**src/rtl/measure_pkg.sv**
```systemverilog
// Shared types and helpers for the multi-flow measurement receiver.
package measure_pkg;

    localparam logic [15:0] ETH_TYPE_IPV4  = 16'h0800;
    localparam logic [15:0] ETH_TYPE_IPV6  = 16'h86dd;
    localparam logic [39:0] DEF_MAGIC_CODE = 40'hCC_DD_EE_FF_00;

    localparam int PKG_CNT_W = 32;
    localparam int PKG_LAT_W = 24;

    typedef struct packed {
        logic [PKG_CNT_W-1:0] pps;
        logic [PKG_CNT_W-1:0] throughput;
        logic [PKG_LAT_W-1:0] lat_last;
        logic [PKG_LAT_W-1:0] lat_min;
        logic [PKG_LAT_W-1:0] lat_max;
        logic [PKG_CNT_W-1:0] loss;
    } flow_rec_t;

    localparam flow_rec_t REC_RESET = '{pps: '0, throughput: '0, lat_last: '0,
                                        lat_min: '1, lat_max: '0, loss: '0};

    function automatic logic [PKG_CNT_W-1:0] sat_add_cnt(input logic [PKG_CNT_W-1:0] a,
                                                         input logic [PKG_CNT_W-1:0] b);
        logic [PKG_CNT_W:0] sum;
        sum = {1'b0, a} + {1'b0, b};
        return sum[PKG_CNT_W] ? '1 : sum[PKG_CNT_W-1:0];
    endfunction

endpackage

```
**src/rtl/measure_rx_flows_if.sv**
```systemverilog
// Receive byte stream from the rx FIFO: [8]=in-frame flag, [7:0]=byte.
interface measure_rx_flows_if;
    logic       in_valid;
    logic [8:0] in_data;

    modport master (output in_valid, in_data);
    modport slave  (input  in_valid, in_data);
endinterface

```
**src/rtl/measure_flow_stats.sv**
```systemverilog
// One flow's live window and snapshot record; optional sequence-loss tracking
// under MEASURE_SEQ_LOSS_EN.
module measure_flow_stats
    import measure_pkg::*;
(
    input  logic                 sys_clk,
    input  logic                 sys_rst,
`ifdef MEASURE_SEQ_LOSS_EN
    input  logic [15:0]          seq_i,
`endif
    input  logic                 commit_i,
    input  logic                 oneshot_i,
    input  logic [7:0]           len_i,
    input  logic [PKG_LAT_W-1:0] lat_i,
    output flow_rec_t            snap_o
);

    flow_rec_t live_q, live_d, base;
    flow_rec_t snap_q;
    logic [PKG_CNT_W-1:0] loss_inc;

`ifdef MEASURE_SEQ_LOSS_EN
    logic        seen_q;
    logic [15:0] expected_q;
    logic [15:0] gap;

    assign gap      = seq_i - expected_q;
    assign loss_inc = seen_q ? PKG_CNT_W'(gap) : '0;

    always_ff @(posedge sys_clk) begin
        if (sys_rst) begin
            seen_q     <= 1'b0;
            expected_q <= '0;
        end else if (commit_i) begin
            seen_q     <= 1'b1;
            expected_q <= seq_i + 16'd1;
        end
    end
`else
    assign loss_inc = '0;
`endif

    // A commit on the oneshot cycle lands in the freshly cleared window.
    always_comb begin
        // NOTE: every always_comb output gets a default first so no latch is inferred.
        base = live_q;
        if (oneshot_i) begin
            base.pps        = '0;
            base.throughput = '0;
            base.loss       = '0;
            base.lat_min    = '1;
            base.lat_max    = '0;
        end
        live_d = base;
        if (commit_i) begin
            live_d.pps        = sat_add_cnt(base.pps, PKG_CNT_W'(1));
            live_d.throughput = sat_add_cnt(base.throughput, PKG_CNT_W'(len_i));
            live_d.loss       = sat_add_cnt(base.loss, loss_inc);
            live_d.lat_last   = lat_i;
            live_d.lat_min    = (lat_i < base.lat_min) ? lat_i : base.lat_min;
            live_d.lat_max    = (lat_i > base.lat_max) ? lat_i : base.lat_max;
        end
    end

    always_ff @(posedge sys_clk) begin
        // NOTE: sequential state uses non-blocking assignments only.
        if (sys_rst) begin
            live_q <= REC_RESET;
            snap_q <= REC_RESET;
        end else begin
            live_q <= live_d;
            if (oneshot_i) snap_q <= live_q;
        end
    end

    assign snap_o = snap_q;

endmodule

```
**src/rtl/measure_rx_flows.sv**
```systemverilog
// Multi-flow measurement receiver: frame parser, per-flow stats, registered read mux.
// Define MEASURE_SEQ_LOSS_EN to enable per-flow sequence-gap counting.
module measure_rx_flows
    import measure_pkg::*;
#(
    parameter int          NUM_FLOWS    = 4,
    parameter int          CNT_W        = PKG_CNT_W,
    parameter int          LAT_W        = PKG_LAT_W,
    parameter logic [39:0] MAGIC_CODE   = DEF_MAGIC_CODE,
    parameter logic [7:0]  V4_MAGIC_OFS = 8'h2a,
    parameter logic [7:0]  V6_MAGIC_OFS = 8'h3e,
    parameter int          FLOW_W       = (NUM_FLOWS > 1) ? $clog2(NUM_FLOWS) : 1
) (
    input  logic                 sys_clk,
    input  logic                 sys_rst,
    measure_rx_flows_if.slave    rx,
    input  logic                 sec_oneshot,
    input  logic [31:0]          global_counter,
    input  logic [FLOW_W-1:0]    rd_flow,
    output logic [CNT_W-1:0]     rd_pps,
    output logic [CNT_W-1:0]     rd_throughput,
    output logic [LAT_W-1:0]     rd_lat_last,
    output logic [LAT_W-1:0]     rd_lat_min,
    output logic [LAT_W-1:0]     rd_lat_max,
    output logic [CNT_W-1:0]     rd_loss,
    output logic [15:0]          bad_flow_cnt
);

`ifdef MEASURE_SEQ_LOSS_EN
    localparam logic [7:0] MIN_TAIL = 8'd11;
    logic [15:0] seq_q;
`else
    localparam logic [7:0] MIN_TAIL = 8'd9;
`endif

    logic [7:0]           byte_idx_q, eth_hi_q, m_q, flow_q, rx_byte;
    logic                 type_ok_q, magic_ok_q;
    logic [31:0]          ts_q, lat_raw;
    logic [PKG_LAT_W-1:0] lat_q, lat_sat;
    logic [15:0]          bad_flow_q;
    logic                 frame_end, frame_ok, flow_ok, commit;
    flow_rec_t            snap [NUM_FLOWS];
    flow_rec_t            rd_sel;

    assign rx_byte   = rx.in_data[7:0];
    assign lat_raw   = global_counter - ts_q;
    assign lat_sat   = (|lat_raw[31:PKG_LAT_W]) ? '1 : lat_raw[PKG_LAT_W-1:0];
    assign frame_end = rx.in_valid & ~rx.in_data[8] & (byte_idx_q != 8'd0);
    assign frame_ok  = frame_end & type_ok_q & magic_ok_q & (byte_idx_q > m_q + MIN_TAIL);
    assign flow_ok   = 32'(flow_q) < NUM_FLOWS;
    assign commit    = frame_ok & flow_ok;

    always_ff @(posedge sys_clk) begin
        if (sys_rst) begin
            byte_idx_q <= '0;
            eth_hi_q   <= '0;
            m_q        <= '0;
            flow_q     <= '0;
            type_ok_q  <= 1'b0;
            magic_ok_q <= 1'b0;
            ts_q       <= '0;
            lat_q      <= '0;
`ifdef MEASURE_SEQ_LOSS_EN
            seq_q      <= '0;
`endif
        end else if (rx.in_valid) begin
            if (!rx.in_data[8]) begin
                byte_idx_q <= '0;
                type_ok_q  <= 1'b0;
                magic_ok_q <= 1'b0;
            end else begin
                if (byte_idx_q != 8'hff) byte_idx_q <= byte_idx_q + 8'd1;
                if (byte_idx_q == 8'h0c) eth_hi_q <= rx_byte;
                if (byte_idx_q == 8'h0d) begin
                    type_ok_q  <= ({eth_hi_q, rx_byte} == ETH_TYPE_IPV4) ||
                                  ({eth_hi_q, rx_byte} == ETH_TYPE_IPV6);
                    magic_ok_q <= 1'b1;
                    m_q        <= ({eth_hi_q, rx_byte} == ETH_TYPE_IPV6) ? V6_MAGIC_OFS
                                                                         : V4_MAGIC_OFS;
                end
                // Magic byte 0 is the most significant byte of MAGIC_CODE.
                for (int k = 0; k < 5; k++) begin
                    if (byte_idx_q == m_q + 8'(k))
                        magic_ok_q <= magic_ok_q & (rx_byte == MAGIC_CODE[39-8*k -: 8]);
                end
                if ((byte_idx_q >= m_q + 8'd5) && (byte_idx_q <= m_q + 8'd8))
                    ts_q <= {ts_q[23:0], rx_byte};
                if (byte_idx_q == m_q + 8'd9) begin
                    flow_q <= rx_byte;
                    lat_q  <= lat_sat;
                end
`ifdef MEASURE_SEQ_LOSS_EN
                if ((byte_idx_q == m_q + 8'd10) || (byte_idx_q == m_q + 8'd11))
                    seq_q <= {seq_q[7:0], rx_byte};
`endif
            end
        end
    end

    always_ff @(posedge sys_clk) begin
        if (sys_rst)                                bad_flow_q <= '0;
        else if (frame_ok && !flow_ok && bad_flow_q != 16'hffff) bad_flow_q <= bad_flow_q + 16'd1;
    end
    assign bad_flow_cnt = bad_flow_q;

    for (genvar i = 0; i < NUM_FLOWS; i++) begin : g_flow
        measure_flow_stats u_stats (
            .sys_clk   (sys_clk),
            .sys_rst   (sys_rst),
`ifdef MEASURE_SEQ_LOSS_EN
            .seq_i     (seq_q),
`endif
            .commit_i  (commit && (flow_q[FLOW_W-1:0] == FLOW_W'(i))),
            .oneshot_i (sec_oneshot),
            .len_i     (byte_idx_q),
            .lat_i     (lat_q),
            .snap_o    (snap[i])
        );
    end

    assign rd_sel = (32'(rd_flow) < NUM_FLOWS) ? snap[rd_flow] : REC_RESET;

    always_ff @(posedge sys_clk) begin
        if (sys_rst) begin
            rd_pps        <= '0;
            rd_throughput <= '0;
            rd_lat_last   <= '0;
            rd_lat_min    <= '1;
            rd_lat_max    <= '0;
            rd_loss       <= '0;
        end else begin
            rd_pps        <= CNT_W'(rd_sel.pps);
            rd_throughput <= CNT_W'(rd_sel.throughput);
            rd_lat_last   <= LAT_W'(rd_sel.lat_last);
            rd_lat_min    <= LAT_W'(rd_sel.lat_min);
            rd_lat_max    <= LAT_W'(rd_sel.lat_max);
            rd_loss       <= CNT_W'(rd_sel.loss);
        end
    end

endmodule

```
**src/flat_wrapper.sv**
```systemverilog
// flat-port wrapper written by rule: the top's interface ports become plain ports
module measure_rx_flows_flat import measure_pkg::*;
#(
    parameter int          NUM_FLOWS    = 4,
    parameter int          CNT_W        = PKG_CNT_W,
    parameter int          LAT_W        = PKG_LAT_W,
    parameter logic [39:0] MAGIC_CODE   = DEF_MAGIC_CODE,
    parameter logic [7:0]  V4_MAGIC_OFS = 8'h2a,
    parameter logic [7:0]  V6_MAGIC_OFS = 8'h3e,
    parameter int          FLOW_W       = (NUM_FLOWS > 1) ? $clog2(NUM_FLOWS) : 1
)
  (sys_clk, sys_rst, sec_oneshot, global_counter, rd_flow, rd_pps, rd_throughput, rd_lat_last, rd_lat_min, rd_lat_max, rd_loss, bad_flow_cnt, rx_in_valid, rx_in_data);
  measure_rx_flows_if rx_i ();
  input  logic sys_clk;
  input  logic sys_rst;
  input  logic sec_oneshot;
  input  logic [31:0] global_counter;
  input  logic [FLOW_W-1:0] rd_flow;
  output logic [CNT_W-1:0] rd_pps;
  output logic [CNT_W-1:0] rd_throughput;
  output logic [LAT_W-1:0] rd_lat_last;
  output logic [LAT_W-1:0] rd_lat_min;
  output logic [LAT_W-1:0] rd_lat_max;
  output logic [CNT_W-1:0] rd_loss;
  output logic [15:0] bad_flow_cnt;
  input wire logic [$bits(rx_i.in_valid)-1:0] rx_in_valid;
  input wire logic [$bits(rx_i.in_data)-1:0] rx_in_data;
  assign rx_i.in_valid = rx_in_valid;
  assign rx_i.in_data = rx_in_data;
  measure_rx_flows #(.NUM_FLOWS(NUM_FLOWS), .CNT_W(CNT_W), .LAT_W(LAT_W), .MAGIC_CODE(MAGIC_CODE), .V4_MAGIC_OFS(V4_MAGIC_OFS), .V6_MAGIC_OFS(V6_MAGIC_OFS), .FLOW_W(FLOW_W)) u_core (.sys_clk(sys_clk), .sys_rst(sys_rst), .rx(rx_i), .sec_oneshot(sec_oneshot), .global_counter(global_counter), .rd_flow(rd_flow), .rd_pps(rd_pps), .rd_throughput(rd_throughput), .rd_lat_last(rd_lat_last), .rd_lat_min(rd_lat_min), .rd_lat_max(rd_lat_max), .rd_loss(rd_loss), .bad_flow_cnt(bad_flow_cnt));
endmodule
```
**config.mk**
```make
export PLATFORM = sky130hd
export DESIGN_NAME = measure_rx_flows_flat
export DESIGN_NICKNAME = d
export VERILOG_FILES = /design/src/rtl/measure_pkg.sv /design/src/rtl/measure_rx_flows_if.sv /design/src/rtl/measure_flow_stats.sv /design/src/rtl/measure_rx_flows.sv /design/src/flat_wrapper.sv
export SDC_FILE = /design/constraint.sdc
export NUM_CORES = 2
export LEC_CHECK = 0
export ABC_AREA = 1
export CAP_MARGIN = 20
export CORE_UTILIZATION = 40
export DETAILED_ROUTE_END_ITERATION = 10
export PLACE_DENSITY = 0.62
export SLEW_MARGIN = 20
export SYNTH_ARGS = -nofsm -noshare
export SYNTH_HDL_FRONTEND = slang
export SYNTH_HIERARCHICAL = 1
export SYNTH_SLANG_ARGS = --single-unit
```
**constraint.sdc**
```tcl
create_clock -name sys_clk -period 5.4 [get_ports sys_clk]
set_input_delay 1.08 -clock sys_clk [delete_from_list [all_inputs] [get_ports sys_clk]]
set_output_delay 1.08 -clock sys_clk [all_outputs]
set_load 0.1 [all_outputs]
```
* Word level (Yosys, flattened, before mapping)
Cells that the tools add are included.
Storage, ports and cells: flip-flop bits (word level) 1618, bits in latches 0, RAM bits 0, ROM bits 0, word-level logic and storage cells 193, memories kept 0
Cells by class: add/sub/neg operators 18, $mul 0, div/mod/pow operators 0, $lt $le $gt $ge 13, equal/unequal tests 22, shift operators 0, multiplexer cells 44, bitwise logic cells 13, reduce and logical (&&, ||, !) cells 20
Operators by type and width (number):
- 168-bit two-way mux | 6
- 168-bit binary-select mux with 2-bit select | 1
- 80-bit two-way mux | 4
- 32-bit two-way mux | 8
- 64-bit two-way mux | 4
- 24-bit two-way mux | 9
- 32-bit by 1-bit adder with 33-bit output, second input constant | 4
- 32-bit by 8-bit adder with 33-bit output | 4
- 24-bit > comparator | 4
- 24-bit less-than comparator | 4
- 8-bit == test | 6
- 8-bit == test, second input constant | 4
- 32-bit subtractor | 1
- 16-bit by 1-bit adder with 16-bit output, second input constant | 1
- 8-bit by 1-bit adder with 8-bit output, second input constant | 2
- 8-bit by 2-bit adder with 8-bit output, second input constant | 2
- 8-bit by 3-bit adder with 8-bit output, second input constant | 2
- 8-bit by 4-bit adder with 8-bit output, second input constant | 2
- 16-bit by 12-bit == test with 1-bit output, second input constant | 1
- 16-bit == test, second input constant | 1
- 8-bit by 4-bit == test with 1-bit output, second input constant | 2
- 8-bit two-way mux | 2
- 16-bit inequality test, second input constant | 1
- 3-bit AND reduction | 4
- 23 further kinds | 51

* Depth between registers and ports, before layout
word-level depth 9, gate-level depth with buffers 25, depth with buffers taken out 24

* By module
Netlist, hierarchy kept.
Modules (own cells, without submodules):
- measure_flow_stats (u_core.g_flow[0].u_stats ...) | instances 2, cells each 1937, area each 13683.1 um2, seq. area each 5445.2 um2
- measure_rx_flows | instances 1, cells each 2574, area each 16146.7 um2, seq. area each 5365.1 um2
- measure_flow_stats (u_core.g_flow[3].u_stats) | instances 1, cells each 1937, area each 13626.8 um2, seq. area each 5445.2 um2
- measure_flow_stats (u_core.g_flow[1].u_stats) | instances 1, cells each 1934, area each 13585.5 um2, seq. area each 5445.2 um2

* Least setup slack after synthesis
Ideal clock, no wire load.
kind input to register, start input port sec_oneshot, end register u_core/g_flow[1].u_stats/live_q[69] (netlist bit), library setup time 0.134 ns, arrival time 3.425 ns, slack 1.842 ns, cell stages on the path 18, path buffers 7, path through buf_6 > buf_6 > buf_6 > buf_6 > buf_2 > buf_2 > nor2_1 > ha_1 > a21o_1 > nand3_1 > nand3_1 > nand2_1 > nand2_1 > nor2_1 > nand2_1 > buf_2 > nand2_1 > nand3_1
On the way: longest elaborated chain between the ends 4
RTL lines:
- start: declaration | line flat_wrapper.sv:16 | input logic sec_oneshot;
- 80-bit two-way mux * | line measure_flow_stats.sv:47 | if (oneshot_i) begin
- 24-bit less-than comparator | line measure_flow_stats.sv:60 | live_d.lat_min = (lat_i < base.lat_min) ? lat_i : base.lat_min;
- 24-bit two-way mux | line measure_flow_stats.sv:60
- 168-bit two-way mux * | line measure_flow_stats.sv:55 | if (commit_i) begin
- end signal: assignment | line measure_flow_stats.sv:71 | live_q <= live_d;
- end: declaration | line measure_flow_stats.sv:18 | flow_rec_t live_q, live_d, base;
Mark *: on every way between the ends. The rest lies on a longest branch, timed or not. A chain may end at the register's enable or synchronous reset.

* Worst setup path after layout
start register u_core.m_q[3], end register u_core/g_flow[1].u_stats/live_q[79] (netlist bit)
On the way: longest elaborated chain between the ends 6
RTL lines:
- start: declaration | line measure_rx_flows.sv:36 | logic [7:0] byte_idx_q, eth_hi_q, m_q, flow_q, rx_byte;
- start signal: assignment | line measure_rx_flows.sv:78 | m_q <= ({eth_hi_q, rx_byte} == ETH_TYPE_IPV6) ? V6_MAGIC_OFS
- 8-bit by 4-bit adder with 8-bit output | line measure_rx_flows.sv:49 | assign frame_ok = frame_end & type_ok_q & magic_ok_q & (byte_idx_q > m_q + MIN_TAIL);
- 8-bit > comparator | line measure_rx_flows.sv:49
- 1-bit AND | line measure_rx_flows.sv:49
- 1-bit AND | line measure_rx_flows.sv:51 | assign commit = frame_ok & flow_ok;
- 1-bit logical AND | line measure_rx_flows.sv:113 | .commit_i (commit && (flow_q[FLOW_W-1:0] == FLOW_W'(i))),
- 168-bit two-way mux | line measure_flow_stats.sv:55
No other way between the ends.

==> results list <==
- Result of the run: finished clean
* Transition at the pin with the smallest max-transition slack: 1.11 ns
- After the first detailed-routing iteration, the DRC count stood at 6,073.
- Together, buffers and inverters on the worst path number 4.
* Combinational cell fraction of total power: 0.093
- Wire length of the first global-routing pass: 365 mm
- Proportion of power drawn by the clock network: 0.479
* Fraction of the mapped netlist area in simple logic gates: 0.293
* Number of input and output port buffers inserted: 230
* WL final: 236 mm
- In this run the tightest slew margin relative to its limit is 0.257.
* Register-to-register setup slack: 0.98 ns
- Starting Density: 0.405
- Clock skew after layout: 0.0473 ns
- Entering global routing, the biggest net connects 162 pins.
- Adder-cell area share of the yosys netlist: 0.0497
- Setup repair after global routing left no endpoint under its margin.
- At the end of the flow, the number of nets in the layout was 10,574.
- Vias per std cell: 5.26
* Clock-pin transition on the worst setup and hold timing paths: 0.06 ns
- The synthesized netlist occupies a cell area of 70,700 um^2.
- Traced cell by cell, the critical path runs through inv_1 -> ha_1 -> ha_1 -> inv_1 -> nor2_1 -> nand2_1 -> nor2_2 -> a311oi_4 -> nand2_1 -> nor2_1 -> nand2_1 -> nor2_4 -> inv_1 -> buf_4 -> nor2_1 -> nand2_1 -> nand2_1 -> nand3_1.
- Of the available clock period, the critical path in the final layout requires 0.818.
- Share of synthesized area occupied by flip-flops and latches: 0.384
* Number of nets with antenna violations after detailed routing: 0
* Hold buffer count at CTS: 0
* Power per Cell Area: 306 nW/um^2
* Area Overhead vs Synth: 12.8%
- Of the total power, the share spent switching nets is 0.267.
- CTS tree: done
- Placeable core region: 175,000 um^2
- Total negative slack: 0 ns
- The hold violation total from the final report came to 0.
* Fraction of final layout cells with drive strength greater than 1: 0.0743
- After synthesis, the share of flip-flops with an asynchronous set or reset is 0.
* # resized after CTS: 0
* Main flop type after synthesis: dfxtp_1
* Worst-path fanout max: 24
* Setup Viol. Count Final: 0
- Reported leakage power: 0.0337 uW
- Detailed placement finished with a half-perimeter wire length of 161 mm.
- Synthesized-area fraction occupied by ao, oa, aoi and oai cells: 0.152
* Worst-Skew Late Latency: 0.83 ns
- Among the stages of the critical path, the cell type that occurs most often is nand2_1.
- Number of enable flip-flop cells after synthesis: 0
* Per-instance average area after synthesis: 6.85 um^2
* Global route total overflow: 0
- Type of the tightest min-delay check: flop to flop
- Clock root buffer: clkbuf_16
- Across every metal layer, demand over resource in global routing totals 0.257.
- The analysis attributes to net switching a power of 6530 uW.
- Cell with the largest stage delay on the worst path: nand2_1
* Count of cell types in the netlist: 61
- In the routed design, unresolved DRC markers number 0.
- Data required time at the worst endpoint: 6.05 ns
- Footprint of the multi-input gates: 36,800 um^2
- Summing over every cut layer, the via total after detailed routing is 66,847.
* YS warnings: 6
- Measured against the total synthesized area, the mux share comes to 0.
* Final-layout fill cell count: 17,698
- STA classifies the critical path startpoint as a flop.
* Synthesized netlist cell count: 10,319
- Final max-slew violation count: 0
- Total clock buffers created by CTS: 157
* Y dimension of the die: 422 um
- The via count of the first global-routing pass was 62,824.
- Dividing the detail-routed wire length by the instance count gives 18.6 um.
* Area enclosed by the die boundary: 178,000 um^2
* Minimum period implied by the final worst setup slack: 4.42 ns
- By area, the combinational part of the netlist is dominated by simple AND/OR/NAND/NOR gates.
- Element type at the critical path end: flop
* Antenna violations before repair: 4
- Of the total synthesized cell area, the portion taken by XOR and XNOR cells is 0.0172.
- Maximum count of clock buffers along a single path: 3
- VDD sags by at most 0.277 mV.
- Internal power contribution: 17,900 uW
- The setup path with the least slack is of type flop to flop.
- Summing all flip-flop and latch instances after layout gives 27,200 um^2.
- CTS saw 1,356 sinks.
* Arrival time at the worst endpoint: 5.07 ns
- CTS H-Tree Depth: 4
* Reported max-cap violation count: 0
- Row cnt: 153
- On the critical path the largest part of the delay comes from simple AND/OR/NAND/NOR gates.
- Width of the chip: 422 um
* Num ports: 231
* Sequential Power Share: 0.427
- Summing internal, switching and leakage power gives 24,400 uW.
- The congestion estimate from routability-driven global placement came to 0.906.
* Pre-Repair DR Iteration Count: 6
- Static timing analysis puts the maximum clock frequency at 226 MHz.
- Post-CTS setup buffer count: 0
- Total of flip-flops plus latches after synthesis: 1,356
* CP peak stage delay: 0.56 ns
==> layer usage <==
| layer | global-route usage | up-vias | routed length [um] |
|---|---|---|---|
| met5 | 0 | - | 13 |
| li1 | - | 32868 | - |
| met1 | 0.340 | 31370 | 104000 |
| met3 | 0.0338 | 427 | 13700 |
| met2 | 0.420 | 2180 | 108000 |
| met4 | 0.110 | 2 | 10200 |
==> layout by cell type (no fill, tap or decap), types with 62 or more instances in the layout <==
| master | instances |
|---|---|
| clkdlybuf4s50_1 | 226 |
| xor2_1 | 82 |
| buf_4 | 107 |
| nand2_1 | 1780 |
| nor2_2 | 94 |
| o21ai_0 | 1036 |
| conb_1 | 128 |
| ha_1 | 273 |
| a21oi_1 | 799 |
| dfxtp_1 | 1346 |
| nand4_1 | 81 |
| a21oi_2 | 62 |
| nor2_1 | 1837 |
| nand3_1 | 691 |
| clkbuf_16 | 158 |
| inv_1 | 991 |
==> final timing paths <==
path,startpoint,end,depth (start not counted)
hold reg to reg,u_core/eth_hi_q[4],u_core/eth_hi_q[4],2
setup / recovery,u_core/m_q[3],u_core/g_flow[1].u_stats/live_q[79],18
hold / removal,u_core/eth_hi_q[4],u_core/eth_hi_q[4],2
setup reg to reg,u_core/m_q[3],u_core/g_flow[1].u_stats/live_q[79],18
==> stage by stage <==
stage               utilization  setup slack [ns]  instances  cell area, um^2  hold WS [ns]
finish                    0.456             0.983      12704            79800         0.454
global route              0.456             0.686      12703            79800         0.462
CTS                       0.456             0.915      12703            79800         0.453
detailed placement        0.424             0.604      12415            74000         0.438
global placement          0.424             0.530      12414            74000         0.432
floorplan                     -              1.84      10443            71200         0.421
==> worst min-delay path, delay by kind of cell, from the launching register on <==
family / cells / cell delay (ns)
AOI/OAI and AO/OA: 1 / 0.05
buffers and inverters: 1 / 0.06
DFF: 1 / 0.29
==> final cells by class <==
class	instances	share of cell area
sequential	1356	0.340
antenna	1	0.0000314
multi-input combinational	7375	0.461
clock inverter	69	0.0142
tap	2325	0.0365
clock buffer	219	0.0578
inverter	1010	0.0481
timing repair buffer	349	0.0421
==> Yosys cell counts (61+ instances only) <==
master | n | area, um^2
a21oi_1 | 803 | 4020
a21oi_2 | 61 | 534
buf_2 | 93 | 465
buf_4 | 131 | 983
clkbuf_1 | 398 | 1490
dfxtp_1 | 1356 | 27100
ha_1 | 273 | 3420
inv_1 | 997 | 3740
nand2_1 | 1780 | 6680
nand3_1 | 691 | 3460
nand4_1 | 81 | 507
nor2_1 | 1841 | 6910
nor2_2 | 94 | 588
o21ai_0 | 1036 | 5180
xor2_1 | 82 | 718
==> logic make-up (layout without fill, tap and decap cells) <==
| logic type | after synthesis | after routing |
|---|---|---|
| flops | 1356 | 1356 |
| simple gates | 4790 | 4790 |
| compound gates | 2040 | 2040 |
| other cells | 4 | 129 |
| buf+inv | 1712 | 1647 |
| fa+ha+maj | 278 | 278 |
| xor+xnor | 139 | 139 |
==> flip-flops by register name, summed over array words and instances (netlist names), 24 cells and up <==
name	count
u_core/g_flow.u_stats/base	96
u_core/g_flow.u_stats/live_q	448
u_core/g_flow.u_stats/snap_o	544
u_core/lat_q	24
u_core/rd_lat_last	24
u_core/rd_lat_max	24
u_core/rd_lat_min	24
u_core/rd_loss	32
u_core/rd_pps	32
u_core/rd_throughput	32
u_core/ts_q	32
==> power by group through the flow <==
stage / logic (uW) / registers (uW) / clock network [uW]
2_1_floorplan: 1070 / 11200 / 0
3_3_place_gp: 2250 / 10600 / 0
3_5_place_dp: 2260 / 10600 / 0
4_1_cts: 2270 / 10400 / 11900
5_1_grt: 2440 / 10400 / 12300
6_report: 2280 / 10400 / 11700
Note: power is estimated with default switching activity, not from simulation.
